<file path="src/rtl/matrix_c_streamer.sv">
// Captures a 16-element result matrix in one cycle and streams it out one element per beat
// over valid/ready, then reports an XOR checksum of the streamed elements.
module matrix_c_streamer #(
  parameter int unsigned N_ELEM = 16,
  parameter int unsigned ELEM_W = 20,
  parameter int unsigned IDX_W  = 4
) (
  input  logic                     clock,
  input  logic                     rst,
  input  logic                     c_valid,
  input  logic [N_ELEM*ELEM_W-1:0] matrix_C,
  output logic                     c_ready,
  output logic [ELEM_W-1:0]        out_data,
  output logic [IDX_W-1:0]         out_idx,
  output logic                     out_valid,
  input  logic                     out_ready,
  output logic                     out_last,
  output logic [ELEM_W-1:0]        checksum,
  output logic                     checksum_valid,
  output logic                     busy
);

  typedef enum logic [1:0] {StIdle, StStream, StCsum} state_e;

  state_e                   state_q, state_d;
  logic [N_ELEM*ELEM_W-1:0] shadow_q, shadow_d;
  logic [IDX_W-1:0]         idx_q, idx_d;
  logic [ELEM_W-1:0]        xor_q, xor_d;
  logic [ELEM_W-1:0]        out_data_q, out_data_d;
  logic                     out_valid_q, out_valid_d;
  logic                     out_last_q, out_last_d;
  logic [ELEM_W-1:0]        checksum_q, checksum_d;
  logic                     checksum_valid_q, checksum_valid_d;
  logic [IDX_W-1:0]         nxt_idx;

  assign nxt_idx = idx_q + IDX_W'(1);

  always_comb begin
    state_d          = state_q;
    shadow_d         = shadow_q;
    idx_d            = idx_q;
    xor_d            = xor_q;
    out_data_d       = out_data_q;
    out_valid_d      = out_valid_q;
    out_last_d       = out_last_q;
    checksum_d       = checksum_q;
    checksum_valid_d = 1'b0;
    unique case (state_q)
      StIdle: begin
        if (c_valid) begin
          shadow_d    = matrix_C;
          idx_d       = '0;
          xor_d       = '0;
          out_data_d  = matrix_C[ELEM_W-1:0];
          out_valid_d = 1'b1;
          out_last_d  = 1'b0;
          state_d     = StStream;
        end
      end
      StStream: begin
        if (out_ready) begin
          xor_d = xor_q ^ out_data_q;
          if (idx_q == IDX_W'(N_ELEM - 1)) begin
            // idx stays at the last element; the stream always ends in the checksum beat
            out_valid_d      = 1'b0;
            out_last_d       = 1'b0;
            checksum_d       = xor_q ^ out_data_q;
            checksum_valid_d = 1'b1;
            state_d          = StCsum;
          end else begin
            idx_d      = nxt_idx;
            out_data_d = shadow_q[ELEM_W*nxt_idx +: ELEM_W];
            out_last_d = (nxt_idx == IDX_W'(N_ELEM - 1));
          end
        end
      end
      StCsum: begin
        state_d = StIdle;
      end
      default: begin
        state_d = StIdle;
      end
    endcase
  end

  always_ff @(posedge clock or posedge rst) begin
    if (rst) begin
      state_q          <= StIdle;
      shadow_q         <= '0;
      idx_q            <= '0;
      xor_q            <= '0;
      out_data_q       <= '0;
      out_valid_q      <= 1'b0;
      out_last_q       <= 1'b0;
      checksum_q       <= '0;
      checksum_valid_q <= 1'b0;
    end else begin
      state_q          <= state_d;
      shadow_q         <= shadow_d;
      idx_q            <= idx_d;
      xor_q            <= xor_d;
      out_data_q       <= out_data_d;
      out_valid_q      <= out_valid_d;
      out_last_q       <= out_last_d;
      checksum_q       <= checksum_d;
      checksum_valid_q <= checksum_valid_d;
    end
  end

  assign c_ready        = (state_q == StIdle);
  assign busy           = (state_q != StIdle);
  assign out_data       = out_data_q;
  assign out_idx        = idx_q;
  assign out_valid      = out_valid_q;
  assign out_last       = out_last_q;
  assign checksum       = checksum_q;
  assign checksum_valid = checksum_valid_q;

endmodule

</file>
<file path="config.mk">
export PLATFORM = sky130hd
export DESIGN_NAME = matrix_c_streamer
export DESIGN_NICKNAME = d
export VERILOG_FILES = /design/src/rtl/matrix_c_streamer.sv
export SDC_FILE = /design/constraint.sdc
export NUM_CORES = 1
export LEC_CHECK = 0
export ABC_CLOCK_PERIOD_IN_PS = 17700
export CAP_MARGIN = 20
export CORE_ASPECT_RATIO = 0.5
export CORE_MARGIN = 3
export CORE_UTILIZATION = 50
export CTS_CLUSTER_SIZE = 24
export DETAILED_ROUTE_END_ITERATION = 12
export GPL_ROUTABILITY_DRIVEN = 1
export PLACE_DENSITY = 0.82
export SLEW_MARGIN = 20
export SYNTH_ARGS = -nofsm -noshare
export SYNTH_HDL_FRONTEND = slang
export SYNTH_SLANG_ARGS = --single-unit
</file>
<file path="constraint.sdc">
create_clock -name clock -period 17.7 [get_ports clock]
set_clock_uncertainty 0.15 [all_clocks]
set_input_delay 5.31 -clock clock [delete_from_list [all_inputs] [get_ports clock]]
set_output_delay 5.31 -clock clock [all_outputs]
set_load 0.01 [all_outputs]
</file>
After elaboration in Yosys (flattened, before gate mapping)
Cells that the tools add are included.
{ "classes": {"n_shift": 1, "n_eq_ne": 7, "n_bitwise": 1, "reduce_logical": 9, "n_addsub": 1, "n_mux": 26, "mul": 1} }
{ "ops": {"columns": ["cell", "count"], "rows": [
  ["320-bit by 10-bit indexed part select with 20-bit output", 1],
  ["20-bit two-way mux", 5],
  ["20-bit case mux with 2 select lines", 2],
  ["20-bit bitwise XOR", 1],
  ["4-bit two-way mux", 3],
  ["1-bit two-way mux", 9],
  ["3-bit AND reduction", 3],
  ["4-bit == test, second input constant", 2],
  ["2-bit inequality test, second input constant", 4],
  ["4-bit case mux with 2 select lines", 1],
  ["4-bit AND reduction", 2],
  ["3-bit by 4-bit multiplier with 7-bit output, first input constant", 1],
  ["2-bit two-way mux", 3],
  ["4-bit by 1-bit adder with 4-bit output, second input constant", 1],
  ["1-bit case mux with 2 select lines", 2],
  ["2-bit case mux with 2 select lines", 1],
  ["2-bit nonzero test", 2],
  ["2-bit by 1-bit == test with 1-bit output, second input constant", 1],
  ["2-bit zero test", 1],
  ["2-bit AND reduction", 1]
]} }
{ "word_totals": {"output_inout_bits": 49, "in_bits": 324, "elab_cells": 55, "register_bits": 389} }

Depth between registers and ports, before layout
Gate-level depths: netlist of run 1.
{ "logic_depth": {"word_depth": 6, "mapped_depth": 11, "depth_no_buf": 6} }

Worst setup path before layout of run 1
Ideal clock, no wire load.
{ "synth_timing": {"kind": "input -> register", "start": "input port c_valid", "end": "register out_data_q[1], in the netlist out_data[1]", "cell_stages": 5, "slack_ns": 11.088, "n_path_buf": 1, "required_time_ns": 17.410, "setup_time_ns": 0.140, "arrival_ns": 6.323, "cell_sequence": "or3b_1 clkbuf_1 or3_1 o21ai_0 a31oi_1"} }
{ "synth_via": {"elab_chain_len": 2} }
{ "synth_rtl": {"columns": ["item", "line", "rtl"], "rows": [
  ["start, declared", "10", "input logic c_valid,"],
  ["2-bit inequality test (no line)", null, null],
  ["4-bit AND reduction (no line)", null, null],
  ["end signal, assigned", "102", "out_data_q <= out_data_d;"],
  ["end, declared", "29", "logic [ELEM_W-1:0] out_data_q, out_data_d;"]
]} }
Every way passes these cells.
A chain may end at the register's enable or synchronous reset.

Worst setup path in the final report of run 1
Ends and elaborated chain as after synthesis.

==> results of run 1 <==
[synth_stat cells (9+ instances only)]
cell         n
o21ai_0     87
nor2_1      24
dfrtp_1    389
o22ai_1     13
xnor2_1     21
nand2_1   1023
o211ai_1    13
clkbuf_1    58
nand3_1      9
buf_2       49
mux4_2      60
mux4_1      20
mux2_2      21
[metrics by stage]
stage               utilization  total power (W)  cells  instance area [um^2]  hold WS [ns]
finish                    0.673          0.00402   2670                 22800         0.316
detailed placement        0.635          0.00319   2585                 21500         0.305
global placement          0.635          0.00313   2585                 21500         0.297
CTS                       0.671          0.00402   2648                 22700         0.318
global route              0.673          0.00427   2670                 22800         0.339
floorplan                     -          0.00262   1851                 17600         0.284
[registers in the layout (all words and copies together) (netlist names)]
signal,flops
shadow_q,320
checksum,20
out_data,20
xor_q,20
out_idx,4
state_q,2
checksum_valid,1
out_last,1
out_valid,1
[worst max path at each step]
stage,from,end
6_report,c_valid,out_data[1]
5_1_grt,rst,shadow_q[310]
4_1_cts,c_valid,out_data[10]
3_5_place_dp,rst,shadow_q[199]
3_3_place_gp,rst,shadow_q[179]
2_1_floorplan,rst,checksum[0]
[kinds of logic (layout without fill, tap and decap cells)]
kind of cell               after synthesis  after routing  share of synthesized area
and+or+nand+nor                       1077           1077                      0.234
DFF                                    389            389                      0.554
AOI/OAI and AO/OA                      138            138                     0.0454
buffers and inverters                  121            453                     0.0326
muxes                                  101            101                      0.120
xor gates and xnor gates                23             23                     0.0115
adders and majority gates                2              2                    0.00142
other                                    0             22                          0
[worst register-to-register path, stage by stage (launching register included)]
cell      delay, ns
dfrtp_4        0.98
inv_1          0.24
ha_4           0.70
buf_4          0.69
mux4_1         0.51
mux2_2         0.33
o21ai_0        0.51
o211ai_1       0.19
[routing by layer]
layer  share of wire  wire (um)  global-route usage
met1            0.39      20200               0.342
met2            0.50      25900               0.449
met3           0.058       2990              0.0455
met4           0.052       2700               0.137
met5               0          0                   0
[cell type report]
cell class / count / area [um^2]
flip-flops and latches: 389 / 9740
clock inverters: 17 / 200
fillers: 2543 / 11100
diodes: 22 / 55.1
well taps: 465 / 582
inverters: 6 / 30.0
clock buffers: 46 / 1010
repair buffers: 384 / 3850
multi-input cells: 1341 / 7300
[power by group]
group / internal, W / switching, W / leakage [nW] / total (W)
combinational: 0.000776 / 0.000853 / 5.40 / 0.00163
sequential: 0.00129 / 0.000293 / 4.88 / 0.00158
clock: 0.000464 / 0.000345 / 0.594 / 0.000809
==> results.cfg, run 1 <==
[run_status]
status = completed

[cts]
cts.sinks = 389
cts.path.max_buffers = 3
cts_tree = yes
ctsRootBufferMaster = clkbuf_16
htreeDepth = 2
clk_pin_slew_ns = 0.07
cts_resized = 0
cts_buffers = 36
clock_latency_ns = 0.53
post_cts_buffers = 0
ctsHoldBuffers = 0

[worst_setup_path]
worstReg2RegEnd = out_data[12]
crit_buf_inv = 2
crit_chain = clkdlybuf4s50_1, or3b_4, buf_12, or3_1, o21ai_0, a31oi_1
timing.rr.start = out_idx[0]
r2r_cells = 7
r2r_setup_slack_ns = 13.26
crit_cells = 6
critical_path_class = primary input to register
cp_slowest_cell = or3b_4
crit_family = buffers and inverters
critPathRequiredTime_ns = 18.00
worstPathMaxFanout = 251
end_kind = register
start_kind = primary input
worstPathArrival_ns = 8.13
slowest_delay_ns = 0.89

[power]
irDropWorstVdd_mv = 0.151
p_per_area_nw_per_um2 = 177
p_leak_nw = 10.9

[sta]
fin_ws_ns = 9.87
setup_viol = 0
finalSetupTns_ns = 0
min_period_over_period = 0.443
rsz0062_at_grt = false
max_clock_freq_ghz = 0.128
drv_slew = 0
worst_pin_slew_ns = 1.11
hold_viol = 0
max-slew-margin-rel = 0.257
layout_min_cycle_time_ns = 7.83

[synth]
synth-async-reset-ratio = 1.00
synthDominantCellAreaShare = 0.554
synth-main-ff-cell = dfrtp_1
avgSynthCellArea_um2 = 9.49
synth_area_um2 = 17600
ys_types = 39
syn_inst = 1851
yosys_warnings = 0
synth_edf_count = 0
synth-seq-cells = 389
synth_top_area_cell = dfrtp_1
synth-seq-area-share = 0.554
synth_nets = 2177
synth_area_leaders = dfrtp_1 55%, nand2_1 22%, mux4_2 7.7%

[die]
dieWidth_um = 271
die_h_um = 139
start_util = 0.519
num_rows = 47
floorplan.die_area_um2 = 37500
coreArea_um2 = 33800
io-pin-count = 373

[layout]
drive_above_1_share = 0.0751
final_cell_mix = 1022 x nand2_1, 388 x dfrtp_1, 372 x clkdlybuf4s50_1
final_common_cell = nand2_1
area_growth_syn_to_layout_pct = 29.6
nNetsFinal = 2484

[flow_run]
drv_cap = 0

[placement]
dpl_worst_slack_ns = 9.25
io_buffer_count = 372
gp_congestion = 0.840
dp_hpwl_um = 34900

[min_path]
hold_path_depth = 2
hold-path-endpoint = shadow_q[204]
hp-class = register to register
holdCritStartpoint = shadow_q[204]

[detailed_routing]
antenna_left = 0
drtIter0Drc = 1392
routedWlPerCell_um = 19.4
wl_um = 51800
drc = 0
dr_total_vias = 14357
drt-pass1-iter-count = 5
vias_per_cell = 5.38

[global_route]
grt_first_pass_wirelength_um = 79600
grt_max_degree = 252
grt_pass1_vias = 14548
overflow = 0
grt.total_usage = 0.269
antenna_found_initial = 22
(Power assumes the default switching activity.)
==> inputs of run 2 (changes only) <==
--- a/config.mk
+++ b/config.mk
@@ -5,15 +5,15 @@
 export SDC_FILE = /design/constraint.sdc
 export NUM_CORES = 1
 export LEC_CHECK = 0
-export ABC_CLOCK_PERIOD_IN_PS = 17700
+export ABC_CLOCK_PERIOD_IN_PS = 6820
 export CAP_MARGIN = 20
 export CORE_ASPECT_RATIO = 0.5
 export CORE_MARGIN = 3
-export CORE_UTILIZATION = 50
+export CORE_UTILIZATION = 46
 export CTS_CLUSTER_SIZE = 24
 export DETAILED_ROUTE_END_ITERATION = 12
 export GPL_ROUTABILITY_DRIVEN = 1
-export PLACE_DENSITY = 0.82
+export PLACE_DENSITY = 0.79
 export SLEW_MARGIN = 20
 export SYNTH_ARGS = -nofsm -noshare
 export SYNTH_HDL_FRONTEND = slang
==> constraint.sdc (replaced) <==
create_clock -name clock -period 6.82 [get_ports clock]
set_clock_uncertainty 0.15 [all_clocks]
set_input_delay 2.046 -clock clock [delete_from_list [all_inputs] [get_ports clock]]
set_output_delay 2.046 -clock clock [all_outputs]
set_load 0.01 [all_outputs]
==> run 2 against run 1 <==
Against the previous run: critical path depth down 1; utilization shrank 5.1 points; hold slack better by 0.0023 ns; sequential cell count unchanged; wire length is 1.7% higher; sequential share of layout area is 0.25 points lower; via count increased by 0.27%; count of clock-buffer cells in the layout is 2 lower; non-clock buffer count up 5; global-route usage decreased by 1.2 points; critical path type unchanged.
==> results.cfg, run 2 (synthesized netlist as in run 1, its figures left out) <==
[run_status]
status = completed

[die]
floorplan.die_area_um2 = 40700
num_rows = 49
coreArea_um2 = 36800
io-pin-count = 373
start_util = 0.477
dieWidth_um = 282
die_h_um = 144

[cts]
ctsHoldBuffers = 0
htreeDepth = 2
clock_latency_ns = 0.52
cts_buffers = 36
ctsRootBufferMaster = clkbuf_16
cts_tree = yes
post_cts_buffers = 0
cts.sinks = 389
clk_pin_slew_ns = 0.07
cts_resized = 0
cts.path.max_buffers = 3

[placement]
io_buffer_count = 372
dp_hpwl_um = 36100
gp_congestion = 0.835
dpl.cell_count = 2609

[layout]
final_common_cell = nand2_1
largest_register = shadow_q
largest_register_ffs = 320
nNetsFinal = 2489
drive_above_1_share = 0.0773
final_cell_mix = 1022 x nand2_1, 388 x dfrtp_1, 372 x clkdlybuf4s50_1
area_growth_syn_to_layout_pct = 30.4
nFillCells = 2930
final_cells = 2680

[worst_setup_path]
critPathRequiredTime_ns = 7.07
start_kind = primary input
worstPathMaxFanout = 82
crit_family = compound AO/OA/AOI/OAI gates
worstPathArrival_ns = 4.55
end_kind = register
r2r_cells = 6
crit_buf_inv = 1
crit_chain = clkdlybuf4s50_1, or3b_4, o21ai_0, o21ai_0, a31oi_1
crit_cells = 5
slowest_delay_ns = 0.93
cpMostUsedCell = o21ai_0
cp_slowest_cell = or3b_4
critical_path_class = primary input to register

[detailed_routing]
drtIter0Drc = 1397
drt-pass1-iter-count = 5
vias_per_cell = 5.37
antenna_left = 0
drc = 0
routedWlPerCell_um = 19.6
wl_um = 52600
dr_total_vias = 14396

[sta]
layout_min_cycle_time_ns = 4.30
min_period_over_period = 0.630
hold_slack_ns = 0.318
setup_viol = 0
worst_pin_slew_ns = 1.05
rsz0062_at_grt = false
hold_viol = 0
drv_slew = 0
max_clock_freq_ghz = 0.233
max-slew-margin-rel = 0.298

[power]
irDropWorstVdd_mv = 0.304
p_leak_nw = 10.9
power_w = 0.0107
p_per_area_nw_per_um2 = 465

[global_route]
grt_pass1_vias = 14349
grt_first_pass_wirelength_um = 80700
globalRouteMet1Util = 0.331
met3_usage = 0.0395
use_met2 = 0.444
antenna_found_initial = 9
grt_max_degree = 199
busiest_layer = met2
overflow = 0
grt.total_usage = 0.257

[min_path]
hold_path_depth = 2
hp-class = register to register

[flow_run]
drv_cap = 0
## run 2: cell count changes in the layout (fill, tap and decap cells not counted), sizes merged
cell and change:
diode -13, buf +5, bufinv +4, clkbuf -2, clkinv -2, inv -2, clkinvlp +1
## run 2: path summary, 6_finish.rpt
| kind | start | end | slack, ns |
|---|---|---|---|
| worst max-delay path | c_valid | out_data[4] | 2.52 |
| worst min-delay path | shadow_q[232] | shadow_q[232] | 0.32 |
| worst max register to register | out_idx[0] | out_data[17] | 3.20 |
| worst min register to register | shadow_q[232] | shadow_q[232] | 0.32 |
| max in group asynchronous | rst | shadow_q[66] | 3.32 |
| min in group asynchronous | rst | out_data[14] | 1.93 |
## run 2: stage by stage
stage,utilization,worst slack [ns],setup TNS (ns),cell area (um^2)
after floorplan,-,-0.608,-236.48,17600
after global placement,0.586,1.89,0,21600
after detailed placement,0.586,1.79,0,21600
after CTS,0.622,2.35,0,22900
after global routing,0.622,2.32,0,22900
final,0.622,2.52,0,22900
## run 2: cell type report
type	count	area, um^2	area share
Timing Repair Buffer	389	3900	0.170
Inverter	6	26.3	0.00115
Sequential cell	389	9740	0.425
Clock inverter	18	302	0.0132
Clock buffer	44	1000	0.0438
Antenna cell	9	22.5	0.000984
Tap cell	484	606	0.0265
Multi-Input combinational cell	1341	7290	0.319
## run 2: per-layer routing
layer,vias to the layer above,routed length (um),part of all wire
met2,475,27200,0.52
met3,117,2860,0.054
met1,7167,20500,0.39
li1,6635,-,-
met4,2,2000,0.038
met5,-,13,0.00025
## run 2: worst min-delay path: cells and delay by family (launching register included)
| kind | cells | cell delay (ns) |
|---|---|---|
| DFF | 1 | 0.33 |
| and+or+nand+nor | 2 | 0.11 |
## run 2: report_power, final
part	internal [W]	total, W	leakage (nW)	switching, W
Combinational	0.00203	0.00430	5.42	0.00227
Sequential	0.00335	0.00410	4.88	0.000744
Clock	0.00135	0.00226	0.635	0.000906
